<file path="src/rtl/memaccess_seq.sv">
// Upstream sequencer for the LC-3 memaccess stage: turns one accepted memory-class
// instruction into the mem_state / M_Control access sequence, with stall and done.
module memaccess_seq #(
   parameter int ACCESS_CYCLES = 1
) (
   input  logic       clock,
   input  logic       reset,
   input  logic       start,
   input  logic [3:0] opcode,
   output logic [1:0] mem_state,
   output logic       M_Control,
   output logic       stall,
   output logic       done,
   output logic       err
);

   generate
      if ((ACCESS_CYCLES < 1) || (ACCESS_CYCLES > 15)) begin : g_bad_access_cycles
         $error("memaccess_seq: ACCESS_CYCLES must be in 1..15");
      end
   endgenerate

   localparam logic [3:0] RELOAD  = 4'(ACCESS_CYCLES - 1);
   localparam logic [3:0] OP_LD   = 4'b0010;
   localparam logic [3:0] OP_LDR  = 4'b0110;
   localparam logic [3:0] OP_ST   = 4'b0011;
   localparam logic [3:0] OP_STR  = 4'b0111;
   localparam logic [3:0] OP_LDI  = 4'b1010;
   localparam logic [3:0] OP_STI  = 4'b1011;

   // Encodings equal the mem_state codes, so mem_state is the state register itself.
   typedef enum logic [1:0] {
      S_READ     = 2'd0,
      S_IND_READ = 2'd1,
      S_WRITE    = 2'd2,
      S_IDLE     = 2'd3
   } state_t;

   state_t     state_q, state_d;
   logic [3:0] cnt_q, cnt_d;
   logic       ind_q, ind_d;
   logic       store_q, store_d;
   logic       done_q, done_d;
   logic       err_q, err_d;

   always_ff @(posedge clock) begin
      if (reset) begin
         state_q <= S_IDLE;
         cnt_q   <= 4'd0;
         ind_q   <= 1'b0;
         store_q <= 1'b0;
         done_q  <= 1'b0;
         err_q   <= 1'b0;
      end else begin
         state_q <= state_d;
         cnt_q   <= cnt_d;
         ind_q   <= ind_d;
         store_q <= store_d;
         done_q  <= done_d;
         err_q   <= err_d;
      end
   end

   always_comb begin
      state_d = state_q;
      cnt_d   = cnt_q;
      ind_d   = ind_q;
      store_d = store_q;
      done_d  = 1'b0;
      err_d   = 1'b0;
      case (state_q)
         S_IDLE: begin
            if (start) begin
               cnt_d = RELOAD;
               ind_d = 1'b0;
               case (opcode)
                  OP_LD, OP_LDR: begin
                     state_d = S_READ;
                     store_d = 1'b0;
                  end
                  OP_ST, OP_STR: begin
                     state_d = S_WRITE;
                     store_d = 1'b1;
                  end
                  OP_LDI: begin
                     state_d = S_IND_READ;
                     store_d = 1'b0;
                  end
                  OP_STI: begin
                     state_d = S_IND_READ;
                     store_d = 1'b1;
                  end
                  default: begin
                     cnt_d = cnt_q;
                     err_d = 1'b1;
                  end
               endcase
            end
         end
         S_IND_READ: begin
            if (cnt_q != 4'd0) begin
               cnt_d = cnt_q - 4'd1;
            end else begin
               // Second access addresses memory with the pointer just read.
               state_d = store_q ? S_WRITE : S_READ;
               cnt_d   = RELOAD;
               ind_d   = 1'b1;
            end
         end
         default: begin
            if (cnt_q != 4'd0) begin
               cnt_d = cnt_q - 4'd1;
            end else begin
               state_d = S_IDLE;
               done_d  = 1'b1;
               ind_d   = 1'b0;
            end
         end
      endcase
   end

   assign mem_state = state_q;
   assign M_Control = ind_q && ((state_q == S_READ) || (state_q == S_WRITE));
   assign stall     = (state_q != S_IDLE);
   assign done      = done_q;
   assign err       = err_q;

endmodule

</file>
<file path="config.mk">
export PLATFORM = sky130hd
export DESIGN_NAME = memaccess_seq
export DESIGN_NICKNAME = d
export VERILOG_FILES = /design/src/rtl/memaccess_seq.sv
export SDC_FILE = /design/constraint.sdc
export NUM_CORES = 1
export LEC_CHECK = 0
export ABC_AREA = 1
export CORE_AREA = 8 8 45 47
export DETAILED_ROUTE_END_ITERATION = 16
export DIE_AREA = 0 0 53 55
export GPL_ROUTABILITY_DRIVEN = 0
export PLACE_DENSITY = 0.73
export REMOVE_ABC_BUFFERS = 1
export SYNTH_ARGS = -nofsm -noshare
export SYNTH_HDL_FRONTEND = slang
export SYNTH_SLANG_ARGS = --single-unit
export TNS_END_PERCENT = 20
</file>
<file path="constraint.sdc">
create_clock -name clock -period 3.7 [get_ports clock]
set_input_delay 1.11 -clock clock [delete_from_list [all_inputs] [get_ports clock]]
set_output_delay 1.11 -clock clock [all_outputs]
set_load 0.1 [all_outputs]
</file>
==> Word level (Yosys, flattened, before mapping) <==
Index checks and enable logic that the tools add are counted.
{ "word_totals": {"inputBits": 7, "out_inout_bits": 6, "register_bits": 10} }
{ "classes": {"eq_ne": 15, "n_reduce_logical": 18, "mux": 18, "n_addsub": 1, "bitwise_logic": 2} }
{ "ops": {"columns": ["cell", "count"], "rows": [
  ["$mux 4", 4],
  ["$reduce_or 3->1", 4],
  ["$reduce_and 3->1", 3],
  ["$eq 4x2->1 const B", 2],
  ["$eq 4x3->1 const B", 2],
  ["$eq 4x4->1 const B", 2],
  ["$mux 2", 4],
  ["$ne 2x2->1 const B", 4],
  ["$pmux 4 s2", 1],
  ["$pmux 2 s3", 1],
  ["$reduce_or 2->1", 3],
  ["$reduce_or 6->1", 1],
  ["$mux 1", 5],
  ["$eq 2x2->1 const B", 2],
  ["$ne 4x2->1 const B", 1],
  ["$pmux 1 s2", 2],
  ["$pmux 2 s2", 1],
  ["$reduce_and 4->1", 1],
  ["$reduce_bool 4->1", 1],
  ["$sub 4x1->4 const B", 1],
  ["$reduce_bool 3->1", 1],
  ["$eq 2x1->1 const B", 1],
  ["$logic_not 2->1", 1],
  ["$ne 2x1->1 const B", 1],
  ["4 further kinds", 5]
]} }

==> Logic depth before layout (Yosys ltp) <==
Gate-level depths: netlist of the first run.
{ "depth": {"ltp_word": 5, "ltp_mapped": 9, "mapped_depth_nobuf": 9} }

==> Least setup slack after synthesis of the first run <==
Ideal clock, no wire load.
{ "synth_path": {"path_type": "register to output", "start": "reg state_q[0], in the netlist mem_state[0]", "end": "out M_Control", "required_time_ns": 2.590, "path_buffers": 1, "path_slack_ns": 0.394, "arrival_ns": 2.196, "stages_incl_launch_ff": 3, "path_cell_list": "dfxtp_1 buf_6 nor2_1"} }
{ "synth_via": {"elab_chain_len": 3, "elab_cells_between_ends": 4} }
{ "synth_rtl": {"columns": ["element", "line", "rtl"], "rows": [
  ["start: declaration", "39", "state_t state_q, state_d;"],
  ["start signal: assignment", "55", "state_q <= state_d;"],
  ["$eq 2x2->1 / $logic_not 2->1 (equally long branches)", "123", "assign M_Control = ind_q && ((state_q == S_READ) || (state_q == S_WRITE));"],
  ["$logic_or 1x1->1 (*)", "123", null],
  ["$logic_and 1x1->1 (*)", "123", null],
  ["end: declaration", "11", "output logic M_Control,"]
]} }
Mark *: on every way between the ends. The rest lies on a longest branch, timed or not.

==> Final worst setup path of the first run <==
{ "layout_path": {"start": "reg state_q[0], in the netlist mem_state[0]", "end": "out stall"} }
{ "layout_via": {"elab_chain_len": 1} }
{ "layout_rtl": {"columns": ["element", "line", "rtl"], "rows": [
  ["$ne 2x2->1", "124", "assign stall = (state_q != S_IDLE);"],
  ["end: declaration", "12", "output logic stall,"]
]} }
No other way between the ends.

==> results of run 1 <==
-- path summary, 6_finish.rpt --
check	start	end	slack (ns)	cells after the start
setup reg to reg	cnt_q[0]	mem_state[1]	2.41	7
setup / recovery	mem_state[0]	stall	1.41	2
hold / removal	cnt_q[0]	cnt_q[0]	0.43	1
hold reg to reg	cnt_q[0]	cnt_q[0]	0.43	1
-- layer usage --
| metal | vias to the layer above | track usage (%) | wire, um |
|---|---|---|---|
| met1 | 232 | 10.86 | 570 |
| met4 | 0 | 9.052 | 44 |
| met3 | 4 | 4.813 | 108 |
| met5 | - | 0 | 0 |
| li1 | 298 | - | - |
| met2 | 14 | 14.26 | 536 |
-- cells by family (layout without fill, tap and decap cells) --
kind of cell	count (synthesis)	in the layout	synth area share, %
AOI/OAI and AO/OA	6	6	5.613
adders and majority gates	2	2	4.157
buffers and inverters	13	27	9.772
DFF	10	10	33.26
and+or+nand+nor	53	53	47.19
-- stage by stage --
step	cell area (um2)	hold WS, ns	power [mW]	util, %
2_1_floorplan	590.6	0.4069	0.5410	-
3_3_place_gp	715.7	0.4193	0.6174	51.72
3_5_place_dp	715.7	0.4249	0.6219	51.72
4_1_cts	738.2	0.4338	0.6981	53.35
5_1_grt	738.2	0.4457	0.7465	53.35
6_report	738.2	0.4278	0.6919	53.35
-- placed cells by master, fill, tap and decap left out --
cell type | synthesis | final
ha_1 | 2 | 2
a21oi_1 | 3 | 3
clkbuf_4 | 0 | 3
dfxtp_1 | 10 | 10
nand4_1 | 4 | 4
nor2_1 | 8 | 8
inv_2 | 1 | 1
inv_4 | 1 | 1
a21oi_2 | 1 | 1
nand2_1 | 24 | 24
or2_1 | 1 | 1
clkdlybuf4s50_1 | 0 | 6
nand3b_4 | 1 | 1
buf_4 | 0 | 6
inv_1 | 10 | 10
nor2_4 | 1 | 1
o21ai_0 | 2 | 2
nand2_4 | 5 | 5
nand3_1 | 9 | 9
-- report_power, final --
group          switching, mW  internal (mW)
registers             0.0349          0.139
logic                  0.317          0.128
clock network         0.0357         0.0375
total                  0.388          0.304
-- state kept, by name (all words and copies together) (netlist names) --
register,flops
err,1
store_q,1
cnt_q,4
mem_state,2
ind_q,1
done,1
-- critical path, stage by stage, from the launching register on --
cell and delay, ns:
dfxtp_1 0.53, nand2_4 0.12, buf_4 0.26
-- area by class of cell --
cell class	instances	area share [%]
sequential	10	27.12
timing repair buffer	12	14.24
tap	16	2.712
clock buffer	3	3.051
inverter	12	6.441
multi-input combinational	61	46.44
==> results.tsv, run 1 <==
stage	metric	value	unit
run_status	status	finished, final reports clean	
clock_tree	Setup Buffers After CTS	0	
worst_setup_path	CP max FO	9	
cells_and_area	Final Instance Count excl. Fillers	114	
clock_tree	Hold Buf Count CTS	0	
yosys	most instantiated library cell after synthesis	nand2_1	
drt	DRT Pass-1 Iters	4	
global_route	largest net degree at the start of global routing	10	
global_route	gr ovfl total	0	
die	die area	2915	um2
yosys	synth cell count leaders	24 x nand2_1, 10 x dfxtp_1, 10 x inv_1	
place	final HPWL from detailed placement	984.6	um
die	Initial Utilization	43.49	%
worst_setup_path	Worst Setup Path Type	reg -> out	
yosys	Syn Area/Cell	7.165	um2
yosys	ys flop type	dfxtp_1	
yosys	Cell variety after synth	17	
global_route	total track usage	10.02	%
cells_and_area	layout cell share with drive strength beyond 1	19.39	%
sta	Final Hold Fails	0	
worst_setup_path	crit end category	primary output	
pwr	pwr/cell area	937.3	nW/um2
worst_setup_path	crit start category	flop	
sta	max-slew violations	0	
yosys	Yosys reg bits	10	
cells_and_area	# diodes	0	
die	Row Count	14	
global_route	first-pass GRT wire length	2097	um
place	placed cells	111	
cells_and_area	FF/Latch Area	200.2	um2
clock_tree	CTS sink count	10	
cells_and_area	Multi-input gate area	342.8	um2
run	number of max-cap violations	0	
drt	1st-iter DRT viols	6	
clock_tree	TritonCTS clock tree	yes	
worst_setup_path	CP Data Required Time	2.59	ns
die	CORE AREA	1384	um2
sta	Fmax achieved	0.4363	GHz
yosys	ys async rst share	0	%
sta	setup tns final	0	ns
die	io pins	13	
drt	routed vias	548	
sta	RSZ-0062 raised after global routing	no	
place	Post-Place Worst Slack	1.426	ns
sta	worst setup slack after layout	1.408	ns
yosys	Ys Warns	0	
drt	Routed WL per cell	11.05	um
clock_tree	H-tree levels	1	
clock_tree	clock root buffer	clkbuf_4	
yosys	Mapped Cells	84	
cells_and_area	FILL cells	134	
cells_and_area	Layout area overhead	22.66	%
worst_setup_path	Arrival @ worst endpoint	1.18	ns
cells_and_area	nets@finish	109	
pwr	leakage	0.3754	nW
drt	DR vias/cell	4.807	
sta	Clock Skew	0.001184	ns
clock_tree	CTS clk-pin slew, worst paths	0.06	ns
sta	Setup-failing EPs final	0	
sta	slew of the pin with the lowest slew margin	0.3584	ns
die	die width	53	um
sta	final worst-path cycle share	61.95	%
sta	Slew HR	76.07	%
sta	min Tclk post-route	2.292	ns
drt	drt total wl	1260	um
yosys	number of synthesized flops with an enable pin	0	
drt	number of routed nets with antenna violations	0	
clock_tree	Clock Latency Late Sink	0.26	ns
yosys	Syn Std Cell Area	601.8	um2
drt	drt drc	0	
die	Die Span Y	55	um
yosys	largest area contributor in the netlist	dfxtp_1	
clock_tree	cts repair resizes	0	
clock_tree	TritonCTS Buffers	3	
worst_hold_path	Hold Crit Class	reg -> reg	
pwr	maximum vdd drop	0.0005496	V
global_route	initial antenna violation count	0	
place	Port-buffer cells	12	
clock_tree	worst-case clock buffer depth	2	
yosys	Area contributors post-synth	dfxtp_1 33%, nand2_1 15%, nand2_4 9.4%, nand3_1 7.5%, inv_1 6.2%	
yosys	sequential share of the synthesized area	33.26	%
yosys	share of the synthesized area in the top cell type	33.26	%
global_route	vias in the first global route	484	
Note: power is estimated with default switching activity, not from simulation.
==> run 2, diff against run 1 <==
- CORE_AREA: 8 8 45 47 -> default
- CORE_MARGIN: default -> 8
- CORE_UTILIZATION: default -> 43
- DIE_AREA: 0 0 53 55 -> default
- clock period: 3.7 -> 2 ns (I/O delays scaled with it)
==> run 2 against run 1 <==
Clock power grew to 2.6 times the previous value. Hold slack gained 0.0025 ns. Critical path depth is the same. Global-route usage grew 0.13 points. Combinational power grew 110%. Design area grew 13%. Non-clock buffer count grew 1. Sequential power grew 87%. Via count grew 3.8%. Clock skew grew 0.0025 ns. Sequential share of layout area shrank 3.1 points. Worst setup slack lost 1.1 ns. Critical endpoint unchanged. Largest cell class unchanged.
==> results.tsv, run 2 (synthesized netlist as in run 1, its figures left out) <==
stage	metric	value	unit
drt	drt total wl	1362	um
drt	number of routed nets with antenna violations	0	
worst_setup_path	largest stage delay on the critical path	0.50	ns
place	Post-Place Worst Slack	0.2145	ns
drt	routed vias	569	
worst_setup_path	crit end category	primary output	
worst_setup_path	crit start category	flop	
die	die width	53.41	um
sta	Clock Skew	0.003710	ns
run_status	status	finished, final reports clean	
pwr	leakage	0.4112	nW
place	Placed Area	797.0	um2
cells_and_area	most frequent cells in the layout	24 x nand2_1, 10 x inv_1, 10 x dfxtp_1	
clock_tree	cts repair resizes	0	
die	io pins	13	
place	final HPWL from detailed placement	1073	um
pwr	pwr/cell area	1764	nW/um2
cells_and_area	max reg flops	4	
die	Row Count	13	
worst_setup_path	CP max FO	5	
worst_setup_path	WP buf/inv	1	
cells_and_area	Layout area overhead	38.46	%
pwr	Internal	0.7083	mW
sta	Setup-failing EPs final	0	
cells_and_area	Top reg by flops	cnt_q	
place	placed cells	111	
drt	DRT Pass-1 Iters	4	
clock_tree	CTS sink count	10	
global_route	largest net degree at the start of global routing	7	
die	die area	2853	um2
sta	RSZ-0062 raised after global routing	no	
worst_hold_path	Hold Crit Class	reg -> reg	
pwr	P_sw	0.7615	mW
cells_and_area	nets@finish	110	
worst_hold_path	min-delay src	cnt_q[0]	
cells_and_area	commonest non-fill, non-tap cell in the layout	nand2_1	
die	Initial Utilization	46.25	%
sta	Hold Worst Slack	0.4302	ns
worst_setup_path	CP Data Required Time	1.40	ns
clock_tree	H-tree levels	1	
clock_tree	Clock Latency Late Sink	0.27	ns
clock_tree	Hold Buf Count CTS	0	
pwr	Seq pwr share	22.2	%
drt	drt drc	0	
sta	Fmax achieved	0.5871	GHz
sta	worst setup slack after layout	0.2967	ns
global_route	initial antenna violation count	0	
sta	max-slew violations	0	
cells_and_area	# diodes	0	
place	Port-buffer cells	12	
global_route	first-pass GRT wire length	2194	um
global_route	total track usage	10.16	%
sta	Final Hold Fails	0	
pwr	Gate power share	65.1	%
pwr	Design Power	1.470	mW
sta	min Tclk post-route	1.703	ns
clock_tree	CTS clk-pin slew, worst paths	0.07	ns
drt	Routed WL per cell	11.84	um
worst_setup_path	Critical Path Start	mem_state[1]	
worst_setup_path	Arrival @ worst endpoint	1.10	ns
die	Die Span Y	53.41	um
clock_tree	Setup Buffers After CTS	0	
global_route	vias in the first global route	546	
worst_setup_path	Cell Chain, Critical Path	nand2_4, buf_12	
cells_and_area	fin util	64.04	%
drt	DR vias/cell	4.948	
pwr	Clock Power Share	12.8	%
global_route	gr ovfl total	0	
clock_tree	TritonCTS Buffers	3	
clock_tree	clock root buffer	clkbuf_4	
sta	setup tns final	0	ns
worst_setup_path	CP delay by family, top	flip-flops	
worst_setup_path	worst r2r src	cnt_q[0]	
sta	final worst-path cycle share	85.16	%
worst_setup_path	slowest stage cell, crit path	dfxtp_1	
clock_tree	worst-case clock buffer depth	2	
pwr	switching part of the total	51.81	%
die	CORE AREA	1301	um2
clock_tree	TritonCTS clock tree	yes	
pwr	maximum vdd drop	0.0009149	V
cells_and_area	final instance area	833.3	um2
worst_setup_path	Worst Setup Path Type	reg -> out	
run	number of max-cap violations	0	
drt	1st-iter DRT viols	15	
sta	Slew HR	79.87	%
sta	slew of the pin with the lowest slew margin	0.3016	ns
cells_and_area	Final Instance Count excl. Fillers	115	
cells_and_area	layout cell share with drive strength beyond 1	21.00	%
run 2: changes by cell type in the layout (fill, tap and decap cells not counted), sizes merged:
cell    before  now
buf          6    7
clkbuf       3    4
run 2: power by group through the flow:
stage	clock, mW	combinational (mW)	sequential (mW)
finish	0.188	0.956	0.326
global route	0.202	1.03	0.332
CTS	0.191	0.959	0.326
detailed placement	0	0.956	0.330
global placement	0	0.938	0.330
floorplan	0	0.511	0.490
run 2: area by class of cell:
class,instances,area [um2]
fill,116,467.9
multi-input combinational,61,342.8
sequential,10,200.2
timing repair buffer,13,187.7
inverter,12,47.55
clock buffer,4,36.28
tap,15,18.77
run 2: routing by layer:
layer | track usage [%] | routed length (um)
met5 | 0 | 0
met4 | 5.042 | 29
met3 | 3.922 | 126
met2 | 16.60 | 584
met1 | 11.15 | 622
run 2: worst paths after layout:
| check | cells past startpoint | slack (ns) | end |
|---|---|---|---|
| worst min register to register | 1 | 0.43 | cnt_q[0] |
| worst min-delay path | 1 | 0.43 | cnt_q[0] |
| worst max register to register | 7 | 0.70 | mem_state[1] |
| worst max-delay path | 2 | 0.30 | stall |
